**src/rtl/ddr4_refresh_sched.sv**
```systemverilog
// DDR4 refresh scheduler: tracks the tREFI interval, postpones refreshes
// while the command bus is busy, and issues PREA/REF with tRP/tRFC spacing.
module ddr4_refresh_sched #(
    parameter int TREFI_CYC    = 1950,
    parameter int TRP_CYC      = 4,
    parameter int TRFC_CYC     = 88,
    parameter int MAX_POSTPONE = 8
) (
    input  logic       dfi_clk,
    input  logic       reset,
    input  logic       init_done,
    input  logic       ref_gnt,
    output logic       ref_req,
    output logic       ref_urgent,
    output logic       busy,
    output logic       cmd_valid,
    output logic [4:0] cmd,
    output logic       cmd_a10,
    output logic [3:0] pend_cnt,
    output logic       ovf_err
);

    localparam int IW   = (TREFI_CYC > 1) ? $clog2(TREFI_CYC) : 1;
    localparam int WMAX = (TRFC_CYC > TRP_CYC) ? TRFC_CYC : TRP_CYC;
    localparam int WW   = (WMAX > 1) ? $clog2(WMAX) : 1;

    localparam logic [4:0] CMD_NOP  = 5'b0_1111;
    localparam logic [4:0] CMD_PREA = 5'b0_1010;
    localparam logic [4:0] CMD_REF  = 5'b0_1001;

    typedef enum logic [2:0] {
        IDLE,
        PREA,
        TRP_WAIT,
        REF,
        TRFC_WAIT
    } state_e;

    state_e        state_q, state_d;
    logic [IW-1:0] ivl_q, ivl_d;
    logic [WW-1:0] wait_q, wait_d;
    logic [3:0]    pend_q, pend_d;
    logic          ovf_q, ovf_d;
    logic          ref_req_q, ref_req_d;
    logic          urgent_q, urgent_d;
    logic          busy_q, busy_d;
    logic          cmd_valid_q, cmd_valid_d;
    logic [4:0]    cmd_q, cmd_d;
    logic          a10_q, a10_d;
    logic          tick;
    logic          dec;

    always_comb begin
        tick  = init_done && (ivl_q == IW'(TREFI_CYC - 1));
        ivl_d = (!init_done || tick) ? '0 : ivl_q + 1'b1;
        dec   = (state_q == REF) && (pend_q != 4'd0);

        // Tick and decrement together cancel; neither counts as overflow.
        pend_d = pend_q;
        ovf_d  = ovf_q;
        if (!init_done) begin
            pend_d = 4'd0;
        end else if (tick && !dec) begin
            if (pend_q == 4'(MAX_POSTPONE)) ovf_d = 1'b1;
            else                            pend_d = pend_q + 4'd1;
        end else if (!tick && dec) begin
            pend_d = pend_q - 4'd1;
        end

        state_d = state_q;
        wait_d  = wait_q;
        unique case (state_q)
            IDLE: begin
                if (ref_req_q && ref_gnt) state_d = PREA;
            end
            PREA: begin
                state_d = TRP_WAIT;
                wait_d  = WW'(TRP_CYC - 1);
            end
            TRP_WAIT: begin
                if (wait_q == '0) state_d = REF;
                else              wait_d  = wait_q - 1'b1;
            end
            REF: begin
                state_d = TRFC_WAIT;
                wait_d  = WW'(TRFC_CYC - 1);
            end
            TRFC_WAIT: begin
                if (wait_q == '0) state_d = IDLE;
                else              wait_d  = wait_q - 1'b1;
            end
            default: state_d = IDLE;
        endcase

        // Outputs are registered from the next state so they line up with it.
        ref_req_d   = (state_d == IDLE) && (pend_d != 4'd0) && init_done;
        urgent_d    = (pend_d == 4'(MAX_POSTPONE));
        busy_d      = (state_d != IDLE);
        cmd_valid_d = (state_d == PREA) || (state_d == REF);
        cmd_d       = CMD_NOP;
        a10_d       = 1'b0;
        if (state_d == PREA) begin
            cmd_d = CMD_PREA;
            a10_d = 1'b1;
        end else if (state_d == REF) begin
            cmd_d = CMD_REF;
        end
    end

    always_ff @(posedge dfi_clk or posedge reset) begin
        if (reset) begin
            state_q     <= IDLE;
            ivl_q       <= '0;
            wait_q      <= '0;
            pend_q      <= 4'd0;
            ovf_q       <= 1'b0;
            ref_req_q   <= 1'b0;
            urgent_q    <= 1'b0;
            busy_q      <= 1'b0;
            cmd_valid_q <= 1'b0;
            cmd_q       <= CMD_NOP;
            a10_q       <= 1'b0;
        end else begin
            state_q     <= state_d;
            ivl_q       <= ivl_d;
            wait_q      <= wait_d;
            pend_q      <= pend_d;
            ovf_q       <= ovf_d;
            ref_req_q   <= ref_req_d;
            urgent_q    <= urgent_d;
            busy_q      <= busy_d;
            cmd_valid_q <= cmd_valid_d;
            cmd_q       <= cmd_d;
            a10_q       <= a10_d;
        end
    end

    assign ref_req    = ref_req_q;
    assign ref_urgent = urgent_q;
    assign busy       = busy_q;
    assign cmd_valid  = cmd_valid_q;
    assign cmd        = cmd_q;
    assign cmd_a10    = a10_q;
    assign pend_cnt   = pend_q;
    assign ovf_err    = ovf_q;

endmodule

```
**config.mk**
```make
export PLATFORM = sky130hd
export DESIGN_NAME = ddr4_refresh_sched
export DESIGN_NICKNAME = d
export VERILOG_FILES = /design/src/rtl/ddr4_refresh_sched.sv
export SDC_FILE = /design/constraint.sdc
export NUM_CORES = 1
export LEC_CHECK = 0
export CORE_ASPECT_RATIO = 0.6
export CORE_MARGIN = 3
export CORE_UTILIZATION = 51
export CTS_CLUSTER_DIAMETER = 40
export DETAILED_ROUTE_END_ITERATION = 12
export PLACE_DENSITY = 0.75
export REMOVE_ABC_BUFFERS = 1
export SLEW_MARGIN = 25
export SYNTH_ARGS = -nofsm -noshare
export SYNTH_HDL_FRONTEND = slang
export SYNTH_SLANG_ARGS = --single-unit
export TNS_END_PERCENT = 30
```
**constraint.sdc**
```tcl
create_clock -name dfi_clk -period 3.7 [get_ports dfi_clk]
set_clock_uncertainty 0.15 [all_clocks]
set_input_delay 0.37 -clock dfi_clk [delete_from_list [all_inputs] [get_ports dfi_clk]]
set_output_delay 0.37 -clock dfi_clk [all_outputs]
set_load 0.005 [all_outputs]
```
**Word-level counts from Yosys, hierarchy flattened**

Cells that the tools add are included.

- Register bits: 36
- Output and inout bits: 15
- Logic and storage cells: 61

- Add/subtract/negate cells: 4
- Equal/unequal tests: 10
- Muxes and demuxes: 14
- Reduce and logical (&&, ||, !) cells: 22

Operators with widths:

| cell | number |
|---|---|
| $pmux W7 S3 | 1 |
| $mux W4 | 4 |
| $mux W3 | 5 |
| $pmux W3 S5 | 1 |
| $add A11 B1 Y11 const B | 1 |
| $eq A11 B11 Y1 const B | 1 |
| $mux W11 | 1 |
| $eq A3 B2 Y1 const B | 3 |
| $eq A4 B4 Y1 const B | 2 |
| $reduce_bool A4 Y1 | 2 |
| $logic_and A1 B1 Y1 | 7 |
| $logic_not A7 Y1 | 1 |
| $mux W7 | 1 |
| $sub A7 B1 Y7 const B | 1 |
| $eq A3 B1 Y1 const B | 2 |
| $logic_not A3 Y1 | 2 |
| $reduce_bool A3 Y1 | 2 |
| $add A4 B1 Y4 const B | 1 |
| $sub A4 B1 Y4 const B | 1 |
| $eq A3 B3 Y1 const B | 1 |
| $logic_not A1 Y1 | 3 |
| $reduce_and A3 Y1 | 1 |
| $logic_or A1 B1 Y1 | 2 |
| $ne A2 B2 Y1 const B | 1 |
| 3 further kinds | 3 |

**Longest topological paths before layout**

- Word-level depth: 10
- Depth in mapped cells: 7

**Worst setup path after synthesis**

No wires, ideal clock.

- Path type: reg-to-reg
- Start: reg pend_q[1], in the netlist pend_cnt[1]
- End: reg urgent_q, in the netlist ref_urgent
- Setup time: 0.068 ns
- Arrival time: 1.864 ns
- Required time: 3.482 ns
- Path slack: 1.618 ns
- Cell stages (with the launch flop): 8
- Path buffers: 0
- Clock period less this slack: 2.082 ns
- Cells stage by stage: dfrtp_1 -> inv_1 -> ha_1 -> or3b_4 -> and2_4 -> mux2i_1 -> xnor2_1 -> and4b_1

- Word-level cells in the longest chain between the ends: 7

RTL lines:

| what | line | text |
|---|---|---|
| start: declaration | 42 | `logic [3:0] pend_q, pend_d;` |
| start signal: assignment | 127 | `pend_q <= pend_d;` |
| branches (longest 4 deep; another with $sub A4 B1 Y4) | n/a |  |
| $mux W4 (*) | 63 | `end else if (tick && !dec) begin` |
| $mux W4 (*) | 61 | `if (!init_done) begin` |
| $eq A4 B4 Y1 (*) | 97 | `urgent_d = (pend_d == 4'(MAX_POSTPONE));` |
| via urgent_d | 45 | `logic urgent_q, urgent_d;` |
| end signal: assignment | 130 | `urgent_q <= urgent_d;` |
| end: declaration | 45 |  |

Mark *: on every way through the listed nets, which the timed path passes.
A chain may end at the register's enable or synchronous reset.

**Worst setup path after layout**

Same ends and word-level chain as after synthesis.

==> results.sh <==
export IMPL_row_count=17
export IMPL_arrival_ns=2.37
export IMPL_ir_drop_uv=205
export IMPL_routed_wl_um=4160
export IMPL_async_flop_share_pct=100
export IMPL_regToRegSetupSlack_ns=1.40
export IMPL_ys_warn_count=0
export IMPL_worstRegToRegCells=7
export IMPL_power_frac_comb_pct=7.6
export IMPL_grt_pass1_wl_um=6730
export IMPL_ios=19
export IMPL_outcome="finished, final reports clean"
export IMPL_syn_area_per_cell_um2=9.24
export IMPL_gp_congestion=0.887
export IMPL_drive_gt1_share_pct=8.94
export IMPL_cp_max_fo=8
export IMPL_post_route_drc_count=0
export IMPL_clockPowerShare_pct=38.0
export IMPL_synth_seq_cells=34
export IMPL_drv_cap=0
export IMPL_yosys_top_cells_area="dfrtp_1 38%, nor2_1 4.2%, dfstp_2 3.9%"
export IMPL_pwr_share_seq_pct=54.3
export IMPL_relSlewSlack_pct=51.2
export IMPL_via_per_inst=5.59
export IMPL_finalHoldViolCount=0
export IMPL_ctsHoldBuffers=0
export IMPL_hold_path_class="flip-flop to flip-flop"
export IMPL_setup_tns_ns=0
export IMPL_required_ns=3.78
export IMPL_dieArea_um2=4810
export IMPL_fin_crit_ns=2.30
export IMPL_p_int_uw=530
export IMPL_chipWidth_um=87.5
export IMPL_synth_top_area_cell="dfrtp_1"
export IMPL_setup_violations=0
export IMPL_start_util_pct=54.3
export IMPL_fin_crit_sh_pct=62.0
export IMPL_layout_nets=244
export IMPL_drt_initial_drc_count=161
export IMPL_syn_cell_area_um2=2030
export IMPL_worstSetupStartpoint="pend_cnt[1]"
export IMPL_hold_ws_ns=0.309
export IMPL_grt_total_usage_pct=19.0
export IMPL_clock_fmax_ghz=0.436
export IMPL_layout_common_cells="31 x dfrtp_1, 23 x nor2_1, 19 x nand2_1"
export IMPL_ctsResizeCount=0
export IMPL_area_growth_pct=12.5
export IMPL_p_switching_uw=175
export IMPL_cts_root_buf="clkbuf_8"
export IMPL_core_area_um2=3740
export IMPL_r2r_end="ref_urgent"
export IMPL_synth_ff_type="dfrtp_1"
export IMPL_multi_input_area_um2=1060
export IMPL_clock_latency_ns=0.29
export IMPL_fill_cells=312
export IMPL_endpoint="ref_urgent"
export IMPL_register_area_um2=855
export IMPL_synth_edf_count=0
export IMPL_grt_pass1_vias=1323
export IMPL_cts_max_level=2
export IMPL_cts_setup_buffers=0
export IMPL_yosysSeqAreaShare_pct=42.0
export IMPL_syn_inst=220
export IMPL_timing_rr_start="pend_cnt[1]"
export IMPL_p_total_uw=704
export IMPL_yosysUniqueCellTypes=54
export IMPL_vias=1575
export IMPL_tightest_slew_ns=0.732
export IMPL_grt_overflow_total=0
export IMPL_io_buffers=16
export IMPL_grt_setup_unrepaired="false"
export IMPL_cts_tree="yes"
export IMPL_cellLeakagePower_nw=1.00
export IMPL_firstDrtPassIters=4
export IMPL_place_hpwl_um=3020
export IMPL_drv_slew=0
export IMPL_cts_buffers=5
export IMPL_path_class="flip-flop to flip-flop"
export IMPL_grt_max_degree=28
export IMPL_mostFrequentLayoutCell="dfrtp_1"
export IMPL_antenna_cells=0
export IMPL_end_kind="flip-flop"
export IMPL_start_kind="flip-flop"
export IMPL_clock_sinks=34
export IMPL_power_density_nw_per_um2=308
export IMPL_sw_frac_of_total_pct=24.8
export IMPL_cts_buffer_depth=2
export IMPL_synth_top_area_share_pct=38.2
export IMPL_chipHeight_um=54.9
export IMPL_post_drt_wl_per_cell_um=14.8
export IMPL_ant_nets=0
export IMPL_clk_pin_slew_ns=0.07
export IMPL_antenna_found_initial=0
[logic make-up (layout without fill, tap and decap cells)]
| family | count (synthesis) | count (layout) | synth area share (%) |
|---|---|---|---|
| compound gates | 47 | 47 | 15.6 |
| xor+xnor | 12 | 12 | 5.17 |
| fa+ha+maj | 8 | 8 | 4.68 |
| buf+inv | 27 | 42 | 6.03 |
| flops | 34 | 34 | 42.0 |
| mux | 6 | 6 | 3.02 |
| other cells | 2 | 2 | 0.369 |
| simple gates | 84 | 84 | 23.1 |
[cell type report]
cell class	instances	area share, %
repair buffers	18	7.66
clock buffers	6	3.17
inverters	16	2.63
multi-input cells	159	46.2
clock inverters	2	0.438
well taps	47	2.57
flip-flops and latches	34	37.4
[worst min path at each step]
stage	cells past startpoint	from	to
floorplan	1	ovf_err	ovf_err
global placement	1	ovf_err	ovf_err
detailed placement	1	ovf_err	ovf_err
CTS	1	ovf_err	ovf_err
global route	1	ovf_err	ovf_err
finish	1	ovf_err	ovf_err
[per-stage QoR]
stage	worst slack [ns]	util, %	area, um2	std cells
global placement	1.54	58.9	2200	274
CTS	1.41	61.1	2290	282
finish	1.40	61.1	2290	282
detailed placement	1.42	58.9	2200	274
global route	1.29	61.1	2290	282
floorplan	1.62	-	1970	209
[cells in the mapped netlist, drive strengths merged (5+ instances only)]
master / n
o22ai: 5
nand2: 20
nor2: 23
ha: 6
dfrtp: 31
mux2i: 5
nand3: 9
inv: 16
a21oi: 13
o21ai: 6
a31oi: 6
nand2b: 5
xnor2: 5
buf: 9
xor2: 7
[flip-flops by register name (all words and copies together) (netlist names)]
name / cells
ref_req: 1
pend_cnt: 4
wait_q: 7
ovf_err: 1
cmd_valid: 1
ivl_q: 11
ref_urgent: 1
cmd_a10: 1
state_q: 3
cmd: 3
busy: 1
[power groups by stage]
stage,logic (mW),registers [mW],clock network [mW]
final,0.0537,0.383,0.268
after CTS,0.0541,0.382,0.273
after detailed placement,0.0537,0.389,0
after global routing,0.0605,0.383,0.291
after floorplan,0.0364,0.388,0
after global placement,0.0540,0.389,0
[worst max-delay path: stages, from the launching register on]
cell and delay (ns):
dfrtp_1 0.46, inv_1 0.13, ha_1 0.29, or3b_4 0.42, and2_4 0.18, mux2i_1 0.16, xnor2_1 0.19, and4b_1 0.24
[metal layers]
metal | wire (um) | up-vias | share of wire, % | track usage [%]
met2 | 1480 | 50 | 35 | 21.8
met1 | 2330 | 711 | 56 | 31.4
met3 | 321 | 4 | 7.7 | 5.03
li1 | - | 810 | - | -
met4 | 38 | 0 | 0.91 | 7.65
met5 | 0 | - | 0 | 0
No activity file was read; power rests on OpenSTA's default activity.
